==> src/rtl/div_unit_if.sv <==
// div_unit_if: request/response bundle between the execute stage and the divider.
interface div_unit_if #(parameter int XLEN = 32);
    logic            start;
    logic [3:0]      div_op;
    logic            unsigned_flag;
    logic [4:0]      rd_in;
    logic [XLEN-1:0] a;
    logic [XLEN-1:0] b;
    logic            flush;
    logic            ready;
    logic            busy;
    logic            valid;
    logic [XLEN-1:0] result;
    logic [4:0]      rd_out;
    modport master (
        output start, div_op, unsigned_flag, rd_in, a, b, flush,
        input  ready, busy, valid, result, rd_out
    );
    modport slave (
        input  start, div_op, unsigned_flag, rd_in, a, b, flush,
        output ready, busy, valid, result, rd_out
    );
endinterface

==> src/rtl/div_unit.sv <==
// div_unit: iterative RV32M restoring divider, one quotient bit per cycle.
// Divide-by-zero and signed overflow bypass the iteration and finish in one cycle.
module div_unit #(parameter int XLEN = 32) (
    input logic       clk,
    input logic       reset_n,
    div_unit_if.slave bus
);
    localparam logic [3:0] DIV_DIV = 4'd1;
    localparam logic [3:0] DIV_REM = 4'd2;
    localparam int CW = $clog2(XLEN);
    localparam logic [XLEN-1:0] MIN = {1'b1, {(XLEN-1){1'b0}}};
    typedef enum logic [1:0] {IDLE, CALC, DONE} state_t;
    state_t          state_q;
    logic [CW-1:0]   cnt_q;
    logic [XLEN-1:0] rem_q, quo_q, dvs_q, result_q;
    logic [4:0]      rd_q, rd_out_q;
    logic            is_rem_q, qneg_q, rneg_q, ready_q, busy_q, valid_q;
    logic [XLEN:0]   rem_sh, trial;
    logic [XLEN-1:0] rem_d, quo_d, abs_a, abs_b, q_fix, r_fix, early;
    logic            sgn, is_rem, by_zero, ovf, accept;
    always_comb begin
        sgn = !bus.unsigned_flag;
        is_rem = bus.div_op == DIV_REM;
        abs_a = (sgn && bus.a[XLEN-1]) ? -bus.a : bus.a;
        abs_b = (sgn && bus.b[XLEN-1]) ? -bus.b : bus.b;
        by_zero = bus.b == '0;
        ovf = sgn && bus.a == MIN && bus.b == '1;
        accept = bus.start && ready_q && !bus.flush && (bus.div_op == DIV_DIV || is_rem);
        early = by_zero ? (is_rem ? bus.a : '1) : (is_rem ? '0 : MIN);
        rem_sh = {rem_q, quo_q[XLEN-1]};
        trial = rem_sh - {1'b0, dvs_q};
        rem_d = trial[XLEN] ? rem_sh[XLEN-1:0] : trial[XLEN-1:0];
        quo_d = {quo_q[XLEN-2:0], ~trial[XLEN]};
        q_fix = qneg_q ? -quo_d : quo_d;
        r_fix = rneg_q ? -rem_d : rem_d;
    end
    always_ff @(posedge clk or negedge reset_n) begin
        if (!reset_n) begin
            state_q  <= IDLE;
            cnt_q    <= '0;
            rem_q    <= '0;
            quo_q    <= '0;
            dvs_q    <= '0;
            result_q <= '0;
            rd_q     <= '0;
            rd_out_q <= '0;
            is_rem_q <= 1'b0;
            qneg_q   <= 1'b0;
            rneg_q   <= 1'b0;
            ready_q  <= 1'b1;
            busy_q   <= 1'b0;
            valid_q  <= 1'b0;
        end else if (bus.flush) begin
            state_q <= IDLE;
            ready_q <= 1'b1;
            busy_q  <= 1'b0;
            valid_q <= 1'b0;
        end else begin
            case (state_q)
                IDLE: if (accept) begin
                    is_rem_q <= is_rem;
                    qneg_q   <= sgn && (bus.a[XLEN-1] ^ bus.b[XLEN-1]);
                    rneg_q   <= sgn && bus.a[XLEN-1];
                    rd_q     <= bus.rd_in;
                    rem_q    <= '0;
                    quo_q    <= abs_a;
                    dvs_q    <= abs_b;
                    cnt_q    <= '0;
                    ready_q  <= 1'b0;
                    busy_q   <= 1'b1;
                    if (by_zero || ovf) begin
                        state_q  <= DONE;
                        valid_q  <= 1'b1;
                        result_q <= early;
                        rd_out_q <= bus.rd_in;
                    end else begin
                        state_q <= CALC;
                    end
                end
                CALC: begin
                    rem_q <= rem_d;
                    quo_q <= quo_d;
                    cnt_q <= cnt_q + 1'b1;
                    if (cnt_q == CW'(XLEN - 1)) begin
                        state_q  <= DONE;
                        valid_q  <= 1'b1;
                        result_q <= is_rem_q ? r_fix : q_fix;
                        rd_out_q <= rd_q;
                    end
                end
                default: begin
                    state_q <= IDLE;
                    valid_q <= 1'b0;
                    busy_q  <= 1'b0;
                    ready_q <= 1'b1;
                end
            endcase
        end
    end
    assign bus.ready  = ready_q;
    assign bus.busy   = busy_q;
    assign bus.valid  = valid_q;
    assign bus.result = result_q;
    assign bus.rd_out = rd_out_q;
endmodule

==> src/flat_wrapper.sv <==
// flat-port wrapper written by rule: the top's interface ports become plain ports
module div_unit_flat 
#(parameter int XLEN = 32)
  (clk, reset_n, bus_start, bus_div_op, bus_unsigned_flag, bus_rd_in, bus_a, bus_b, bus_flush, bus_ready, bus_busy, bus_valid, bus_result, bus_rd_out);
  div_unit_if #(.XLEN(XLEN)) bus_i ();
  input logic clk;
  input logic reset_n;
  input wire logic [$bits(bus_i.start)-1:0] bus_start;
  input wire logic [$bits(bus_i.div_op)-1:0] bus_div_op;
  input wire logic [$bits(bus_i.unsigned_flag)-1:0] bus_unsigned_flag;
  input wire logic [$bits(bus_i.rd_in)-1:0] bus_rd_in;
  input wire logic [$bits(bus_i.a)-1:0] bus_a;
  input wire logic [$bits(bus_i.b)-1:0] bus_b;
  input wire logic [$bits(bus_i.flush)-1:0] bus_flush;
  output wire logic [$bits(bus_i.ready)-1:0] bus_ready;
  output wire logic [$bits(bus_i.busy)-1:0] bus_busy;
  output wire logic [$bits(bus_i.valid)-1:0] bus_valid;
  output wire logic [$bits(bus_i.result)-1:0] bus_result;
  output wire logic [$bits(bus_i.rd_out)-1:0] bus_rd_out;
  assign bus_i.start = bus_start;
  assign bus_i.div_op = bus_div_op;
  assign bus_i.unsigned_flag = bus_unsigned_flag;
  assign bus_i.rd_in = bus_rd_in;
  assign bus_i.a = bus_a;
  assign bus_i.b = bus_b;
  assign bus_i.flush = bus_flush;
  assign bus_ready = bus_i.ready;
  assign bus_busy = bus_i.busy;
  assign bus_valid = bus_i.valid;
  assign bus_result = bus_i.result;
  assign bus_rd_out = bus_i.rd_out;
  div_unit #(.XLEN(XLEN)) u_core (.clk(clk), .reset_n(reset_n), .bus(bus_i));
endmodule
==> config.mk <==
export PLATFORM = sky130hd
export DESIGN_NAME = div_unit_flat
export DESIGN_NICKNAME = d
export VERILOG_FILES = /design/src/rtl/div_unit_if.sv /design/src/rtl/div_unit.sv /design/src/flat_wrapper.sv
export SDC_FILE = /design/constraint.sdc
export NUM_CORES = 1
export LEC_CHECK = 0
export CORE_AREA = 2 2 156 143
export DETAILED_ROUTE_END_ITERATION = 12
export DIE_AREA = 0 0 158 145
export PLACE_DENSITY_LB_ADDON = 0.1
export SLEW_MARGIN = 20
export SYNTH_ARGS = -nofsm -noshare
export SYNTH_HDL_FRONTEND = slang
export SYNTH_SLANG_ARGS = --single-unit
==> constraint.sdc <==
create_clock -name clk -period 6.8 [get_ports clk]
set_input_delay 1.7 -clock clk [delete_from_list [all_inputs] [get_ports clk]]
set_output_delay 1.7 -clock clk [all_outputs]
set_load 0.05 [all_outputs]
After elaboration in Yosys (flattened, before gate mapping)
Cells that the tools add are included.
{"block": "classes", "addsub": 6, "muxes": 39, "bitwise": 3, "n_reduce_logical": 21, "eq_ne": 13}
{"operator": "2-to-1 mux 32 bit", "n": 14}
{"operator": "case mux 32 bit (2 select lines)", "n": 3}
{"operator": "negator 32 bit", "n": 4}
{"operator": "== test 32 bit (second input constant)", "n": 2}
{"operator": "subtractor 33 x 32 -> 33 bit", "n": 1}
{"operator": "zero test 32 bit", "n": 1}
{"operator": "2-to-1 mux 5 bit", "n": 4}
{"operator": "case mux 5 bit (2 select lines)", "n": 2}
{"operator": "inequality test 3 x 2 -> 1 bit (second input constant)", "n": 3}
{"operator": "AND reduction 3 bit", "n": 3}
{"operator": "logical AND 1 bit", "n": 8}
{"operator": "2-to-1 mux 1 bit", "n": 8}
{"operator": "2-to-1 mux 2 bit", "n": 4}
{"operator": "inequality test 2 x 1 -> 1 bit (second input constant)", "n": 3}
{"operator": "case mux 1 bit (2 select lines)", "n": 3}
{"operator": "adder 5 x 1 -> 5 bit (second input constant)", "n": 1}
{"operator": "== test 5 bit (second input constant)", "n": 1}
{"operator": "AND reduction 5 bit", "n": 1}
{"operator": "== test 4 x 1 -> 1 bit (second input constant)", "n": 1}
{"operator": "== test 4 x 2 -> 1 bit (second input constant)", "n": 1}
{"operator": "case mux 2 bit (2 select lines)", "n": 1}
{"operator": "AND reduction 2 bit", "n": 2}
{"operator": "== test 2 x 1 -> 1 bit (second input constant)", "n": 1}
{"operator": "zero test 1 bit", "n": 2}
{"operator": "6 further kinds", "n": 8}
{"block": "totals", "register_bits": 151, "wordCells": 96, "in_bits": 78, "output_inout_bits": 40}

Longest topological paths before layout
{"block": "depth", "word_depth": 8, "mapped_depth": 26, "ltp_nobuf": 22}

Worst setup path after synthesis
OpenSTA, ideal clock, no wires.
{"block": "synth_path", "path_kind": "reg-to-reg", "from": "reg u_core.rem_q[20]", "to": "reg u_core.result_q[22] (netlist: u_core.bus.result[22])", "path_buffers": 4, "t_required_ns": 6.676, "path_stages_with_launch": 25, "setup_slack_ns": 1.068, "period_less_slack_ns": 5.732, "setup_time_ns": 0.124, "t_arrival_ns": 5.608, "cell_sequence": "dfrtp_1 > ha_1 > a21o_1 > a21o_1 > a221o_1 > a2111oi_2 > mux2_4 > nor2_8 > inv_2 > buf_2 > buf_1 > buf_2 > nor2_1 > a21oi_1 > ha_1 > inv_1 > or4_1 > nor3_1 > o21ai_0 > o31a_1 > or4_4 > buf_6 > or3_1 > nand3_1 > o21ai_1"}
{"block": "synth_between", "elab_chain_len": 7, "elab_cells_between_ends": 10, "cone_classes": "add/sub: 3; mux: 6; bitwise: 1"}
{"item": "from (decl)", "line": "div_unit.sv:15", "text": "logic [XLEN-1:0] rem_q, quo_q, dvs_q, result_q;"}
{"item": "from (signal assigned)", "line": "div_unit.sv:81", "text": "rem_q <= rem_d;"}
{"item": "subtractor 33 x 32 -> 33 bit", "line": "div_unit.sv:31", "text": "trial = rem_sh - {1'b0, dvs_q};"}
{"item": "2-to-1 mux 32 bit or inverter 1 bit (tied branches)", "line": "div_unit.sv:32, div_unit.sv:33"}
{"item": "negator 32 bit, on equally long branches", "line": "div_unit.sv:35, div_unit.sv:34"}
{"item": "2-to-1 mux 32 bit, on equally long branches", "line": "div_unit.sv:35, div_unit.sv:34"}
{"item": "2-to-1 mux 32 bit *", "line": "div_unit.sv:87", "text": "result_q <= is_rem_q ? r_fix : q_fix;"}
{"item": "2-to-1 mux 32 bit *", "line": "div_unit.sv:84", "text": "if (cnt_q == CW'(XLEN - 1)) begin"}
{"item": "case mux 32 bit (2 select lines) *", "line": "div_unit.sv:59", "text": "case (state_q)"}
{"item": "to (signal assigned)", "line": "div_unit.sv:74", "text": "result_q <= early;"}
{"item": "to (signal assigned)", "line": "div_unit.sv:87"}
{"item": "to (decl)", "line": "div_unit.sv:15"}
Mark *: on every way between the ends. The rest lies on a longest branch, timed or not. The select of a mux whose other input is x is not followed.
A chain may end at the register's enable or synchronous reset.

Worst setup path in the final report
{"block": "layout_path", "from": "reg u_core.quo_q[31]", "to": "reg u_core.result_q[22] (netlist: u_core.bus.result[22])"}
{"block": "layout_between", "elab_chain_len": 7, "elab_cells_between_ends": 10, "cone_classes": "add/sub: 3; mux: 6; bitwise: 1"}
{"item": "from (decl)", "line": "div_unit.sv:15"}
{"item": "from (signal assigned)", "line": "div_unit.sv:66", "text": "quo_q <= abs_a;"}
{"item": "from (signal assigned)", "line": "div_unit.sv:82", "text": "quo_q <= quo_d;"}
{"item": "subtractor 33 x 32 -> 33 bit", "line": "div_unit.sv:31"}
{"item": "2-to-1 mux 32 bit or inverter 1 bit (tied branches)", "line": "div_unit.sv:32, div_unit.sv:33"}
{"item": "negator 32 bit, on equally long branches", "line": "div_unit.sv:35, div_unit.sv:34"}
{"item": "2-to-1 mux 32 bit, on equally long branches", "line": "div_unit.sv:35, div_unit.sv:34"}
{"item": "2-to-1 mux 32 bit *", "line": "div_unit.sv:87"}
{"item": "2-to-1 mux 32 bit *", "line": "div_unit.sv:84"}
{"item": "case mux 32 bit (2 select lines) *", "line": "div_unit.sv:59"}
Marks and branches as above.

==> qor_table.md <==
| Step | Result | Reported |
|---|---|---|
| placed design | IO Port Bufs | 117 |
| synth | Post-synthesis cell area | 0.0124 sq mm |
| finish | Most common library cell in the layout ignoring fill and taps | sky130_fd_sc_hd__nand2_1 |
| cts | Quantity of gates resized following cts | 0 |
| min path | Worst Hold Class | register to register |
| worst setup path | Critical-path top delay cell | sky130_fd_sc_hd__or4_4 |
| finish | Number of fill cells in the layout | 1896 |
| timing | Clock period minus worst slack | 5.63 ns |
| worst setup path | Internal reg-to-reg setup slack | 1.17 ns |
| finish | Final net count | 1809 |
| timing | FMAX | 177 MHz |
| worst setup path | Worst path depth | 21 |
| routing | Number of design rule violations left after detail routing | 0 |
| floorplanning | Ports | 118 |
| routing | Total routed wirelength | 41500 microns |
| power | Design Power | 0.00341 W |
| routing | Routed len/inst | 20.8 microns |
| timing | Clk_skew | 0.00933 ns |
| finish | Footprint of the multi-input gates | 0.00804 sq mm |
| routing | Via density per instance | 6.40 |
| worst setup path | Maximum fanout encountered on the critical timing path | 13 |
| cts | Clock root buffer | sky130_fd_sc_hd__clkbuf_16 |
| worst setup path | Reg-to-reg critical path endpoint | u_core.bus.result[22] |
| power | Internal portion of total power | 0.00205 W |
| worst setup path | Element type at the critical path end | register |
| grt | Initial antenna violation count | 2 |
| cts | Worst-case clock buffer depth | 2 |
| worst setup path | Cells along the critical path | inv_1 -> ha_1 -> fa_1 -> nand2b_1 -> a21boi_4 -> o21ai_2 -> a211o_1 -> mux2_4 -> nor2_8 -> inv_2 -> a21oi_1 -> ha_1 -> inv_1 -> or4_1 -> nor3_1 -> o21ai_0 -> o31a_1 -> or4_4 -> or3_1 -> nand3_1 -> o21ai_1 |
| placed design | Final GP Congestion | 0.971 |
| worst setup path | Worst flop-to-flop path startpoint | u_core.quo_q[31] |
| timing | Unrepaired setup endpoints after global routing | no |
| power | Share of total power consumed by net switching | 39.9% |
| synth | Netlist cell types | 78 |
| power | Leakage | 5.95 nW |
| synth | Share of synthesized registers carrying an async set or reset | 100% |
| synth | Synthesized area divided by synthesized cell count | 7.61 sq um |
| cts | Postcts setup bufs | 0 |
| worst setup path | Launch point of the critical path | u_core.quo_q[31] |
| power | Power share of the sequential group | 35.0% |
| floorplanning | Placeable Area | 0.0213 sq mm |
| finish | Seq. cell area | 0.00378 sq mm |
| power | Relative contribution of the clock network to total power | 30.9% |
| grt | Largest net degree at the start of global routing | 101 |
| floorplanning | Horizontal extent of the die | 158 microns |
| synth | Yosys warning total | 0 |
| synth | Number of enable flip-flop cells after synthesis | 0 |
| placed design | Sum of net half-perimeters after detailed placement | 31100 microns |
| routing | Number of vias after detailed routing | 12800 |
| worst setup path | Arr. time, crit path | 5.96 ns |
| synth | Total nets after synthesis | 1744 |
| power | Net Switching | 0.00136 W |
| cts | CTS H-tree depth | 4 |
| worst setup path | Setup Crit Path Kind | register to register |
| worst setup path | Element type at the critical path start | register |
| worst setup path | Register-to-Register Path Depth | 21 |
| cts | Clock tree from TritonCTS | yes |
| worst setup path | Critical path capture point | u_core.bus.result[22] |
| timing | Worst slew margin | 29.2% |
| synth | Post-synth top flop | sky130_fd_sc_hd__dfrtp_1 |
| routing | Number of DRC violations after detailed-routing iteration 0 | 1435 |
| cts | Clock Latency Late Sink | 0.44 ns |
| floorplanning | Initial Util | 58.0% |
| finish | Share of layout cells above drive strength 1 | 4.81% |
| cts | Count of clock tree sinks | 151 |
| timing | Final hold violations | 0 |
| timing | Max-slew violations | 0 |
| cts | Clock-pin transition on the worst setup and hold timing paths | 0.07 ns |
| cts | CTS Buf Count | 17 |
| run | Maximum Capacitance Violations | 0 |
| grt | Aggregate global routing overflow | 0 |
| worst setup path | Max stage delay on crit path | 0.62 ns |
| timing | Share of the cycle needed by the critical path after routing | 82.9% |
| power | Max VDD drop | 0.158 mV |
| power | Power share of the combinational group | 34.0% |
| floorplanning | Row count | 51 |
| run status | Run status | finished clean |
| routing | Number of search-and-repair iterations in the first detailed-routing pass | 8 |
| routing | Antenna Nets Post-Route | 0 |
| timing | Measured slew at the worst slew-check pin | 1.06 ns |
| cts | Count of hold-fix buffers inserted at cts | 0 |
| finish | Synthesis-to-layout area growth | 15.9% |
| worst setup path | Delay-heaviest family, CP | simple AND/OR/NAND/NOR gates |
| finish | Leading cell types in the layout, fill and taps excluded | sky130_fd_sc_hd__nand2_1, sky130_fd_sc_hd__o21ai_0, sky130_fd_sc_hd__nor2_1, sky130_fd_sc_hd__dfrtp_1, sky130_fd_sc_hd__a21oi_1 |
| synth | Synth Instances | 1626 |
| floorplanning | Height of the die | 145 microns |
| grt | Number of global-route vias before repair | 12000 |
| floorplanning | Area enclosed by the die boundary | 0.0229 sq mm |
| grt | Aggregate global-route resource usage | 36.5% |
| grt | First-pass GRT wire length | 65300 microns |
| power | Power per cell area | 238 mW/mm^2 |
| timing | Post-route setup TNS | 0 ns |
| synth | Synth Register Bits | 151 |
| synth | Share of the yosys chip area belonging to registers | 30.6% |
| worst setup path | Data required, critical path | 7.12 ns |
| finish | Ant. Diodes | 0 |
| worst setup path | Buffers plus inverters on the worst setup path | 3 |
| timing | Number of endpoints failing setup at the final stage | 0 |
## power by group through the flow
stage / clock network, W / logic (W) / registers, W
floorplan: 0 / 0.000764 / 0.00117
global placement: 0 / 0.00109 / 0.00119
detailed placement: 0 / 0.00112 / 0.00120
CTS: 0.00105 / 0.00113 / 0.00118
global route: 0.00109 / 0.00126 / 0.00121
finish: 0.00105 / 0.00116 / 0.00119
## flip-flops by register name (all words and copies together) (netlist names)
name / cells
u_core.rem_q: 32
u_core.rneg_q: 1
u_core.qneg_q: 1
u_core.bus.rd_out: 5
u_core.bus.ready: 1
u_core.bus.result: 32
u_core.state_q: 2
u_core.bus.busy: 1
u_core.cnt_q: 5
u_core.quo_q: 32
u_core.rd_q: 5
u_core.is_rem_q: 1
u_core.dvs_q: 32
u_core.bus.valid: 1
## worst min-delay path by stage
stage	from	to	depth (start not counted)
3_3_place_gp	u_core.bus.ready	u_core.bus.ready	2
3_5_place_dp	u_core.bus.ready	u_core.bus.ready	2
5_1_grt	u_core.bus.ready	u_core.bus.ready	2
2_1_floorplan	u_core.dvs_q[10]	u_core.dvs_q[10]	2
6_report	u_core.bus.ready	u_core.bus.ready	2
4_1_cts	u_core.bus.ready	u_core.bus.ready	2
## Yosys cell counts (15+ instances only)
master	n	area, sq um
sky130_fd_sc_hd__dfrtp_1	150	3750
sky130_fd_sc_hd__o211ai_1	21	158
sky130_fd_sc_hd__a31oi_1	36	225
sky130_fd_sc_hd__nor3_1	39	195
sky130_fd_sc_hd__xnor2_1	63	552
sky130_fd_sc_hd__nand3_1	19	95.1
sky130_fd_sc_hd__a21oi_1	136	681
sky130_fd_sc_hd__nor2_1	179	672
sky130_fd_sc_hd__xor2_1	68	596
sky130_fd_sc_hd__o21ai_0	196	981
sky130_fd_sc_hd__ha_1	39	488
sky130_fd_sc_hd__o31ai_1	29	218
sky130_fd_sc_hd__clkbuf_1	72	270
sky130_fd_sc_hd__nand2_1	208	781
sky130_fd_sc_hd__or3_1	25	156
sky130_fd_sc_hd__inv_1	58	218
sky130_fd_sc_hd__mux2i_1	31	310
sky130_fd_sc_hd__nand4_1	15	93.8
## metal layers
layer	global-route usage, %	wire length [microns]	vias to the layer above
met4	11.5	1240	0
met5	0	0	-
met1	54.0	18300	5989
met2	51.8	17400	685
li1	-	-	5979
met3	9.53	4480	107
## final cells by class
cell class              count  area share (%)
well taps                 291            2.54
repair buffers            134            9.06
flip-flops and latches    151            26.4
clock buffers              17            2.97
inverters                  60            1.57
multi-input cells        1327            56.0
clock inverters            15            1.47
## cell families (layout without fill, tap and decap cells)
group / after synthesis / in the layout / synth area share (%)
AO/OA/AOI/OAI: 537 / 537 / 26.5
adder cells (fa/ha/maj): 40 / 40 / 4.11
buffers and inverters: 148 / 226 / 4.66
flip-flops: 151 / 151 / 30.6
AND/OR/NAND/NOR: 578 / 578 / 21.4
XOR/XNOR: 131 / 131 / 9.27
multiplexers: 41 / 41 / 3.45
## through the flow
stage / utilization [%] / hold slack, ns / worst slack [ns] / area [sq um] / std cells
after global routing: 67.3 / 0.494 / 0.864 / 14300 / 1995
after floorplan: - / 0.450 / 1.07 / 12400 / 1626
after CTS: 67.3 / 0.481 / 1.24 / 14300 / 1995
after global placement: 64.3 / 0.459 / 0.992 / 13700 / 1963
final: 67.3 / 0.481 / 1.17 / 14300 / 1995
after detailed placement: 64.3 / 0.464 / 0.879 / 13700 / 1963
## worst reg2reg max path, cell delays in order (launching register included)
cell and delay [ns]:
sky130_fd_sc_hd__dfrtp_1 0.38, sky130_fd_sc_hd__inv_1 0.07, sky130_fd_sc_hd__ha_1 0.20, sky130_fd_sc_hd__fa_1 0.41
sky130_fd_sc_hd__nand2b_1 0.24, sky130_fd_sc_hd__a21boi_4 0.24, sky130_fd_sc_hd__o21ai_2 0.15, sky130_fd_sc_hd__a211o_1 0.34
sky130_fd_sc_hd__mux2_4 0.42, sky130_fd_sc_hd__nor2_8 0.12, sky130_fd_sc_hd__inv_2 0.06, sky130_fd_sc_hd__a21oi_1 0.29
sky130_fd_sc_hd__ha_1 0.21, sky130_fd_sc_hd__inv_1 0.08, sky130_fd_sc_hd__or4_1 0.60, sky130_fd_sc_hd__nor3_1 0.14
sky130_fd_sc_hd__o21ai_0 0.16, sky130_fd_sc_hd__o31a_1 0.18, sky130_fd_sc_hd__or4_4 0.62, sky130_fd_sc_hd__or3_1 0.41
sky130_fd_sc_hd__nand3_1 0.14, sky130_fd_sc_hd__o21ai_1 0.07
Power figures use the tool's default switching activity.
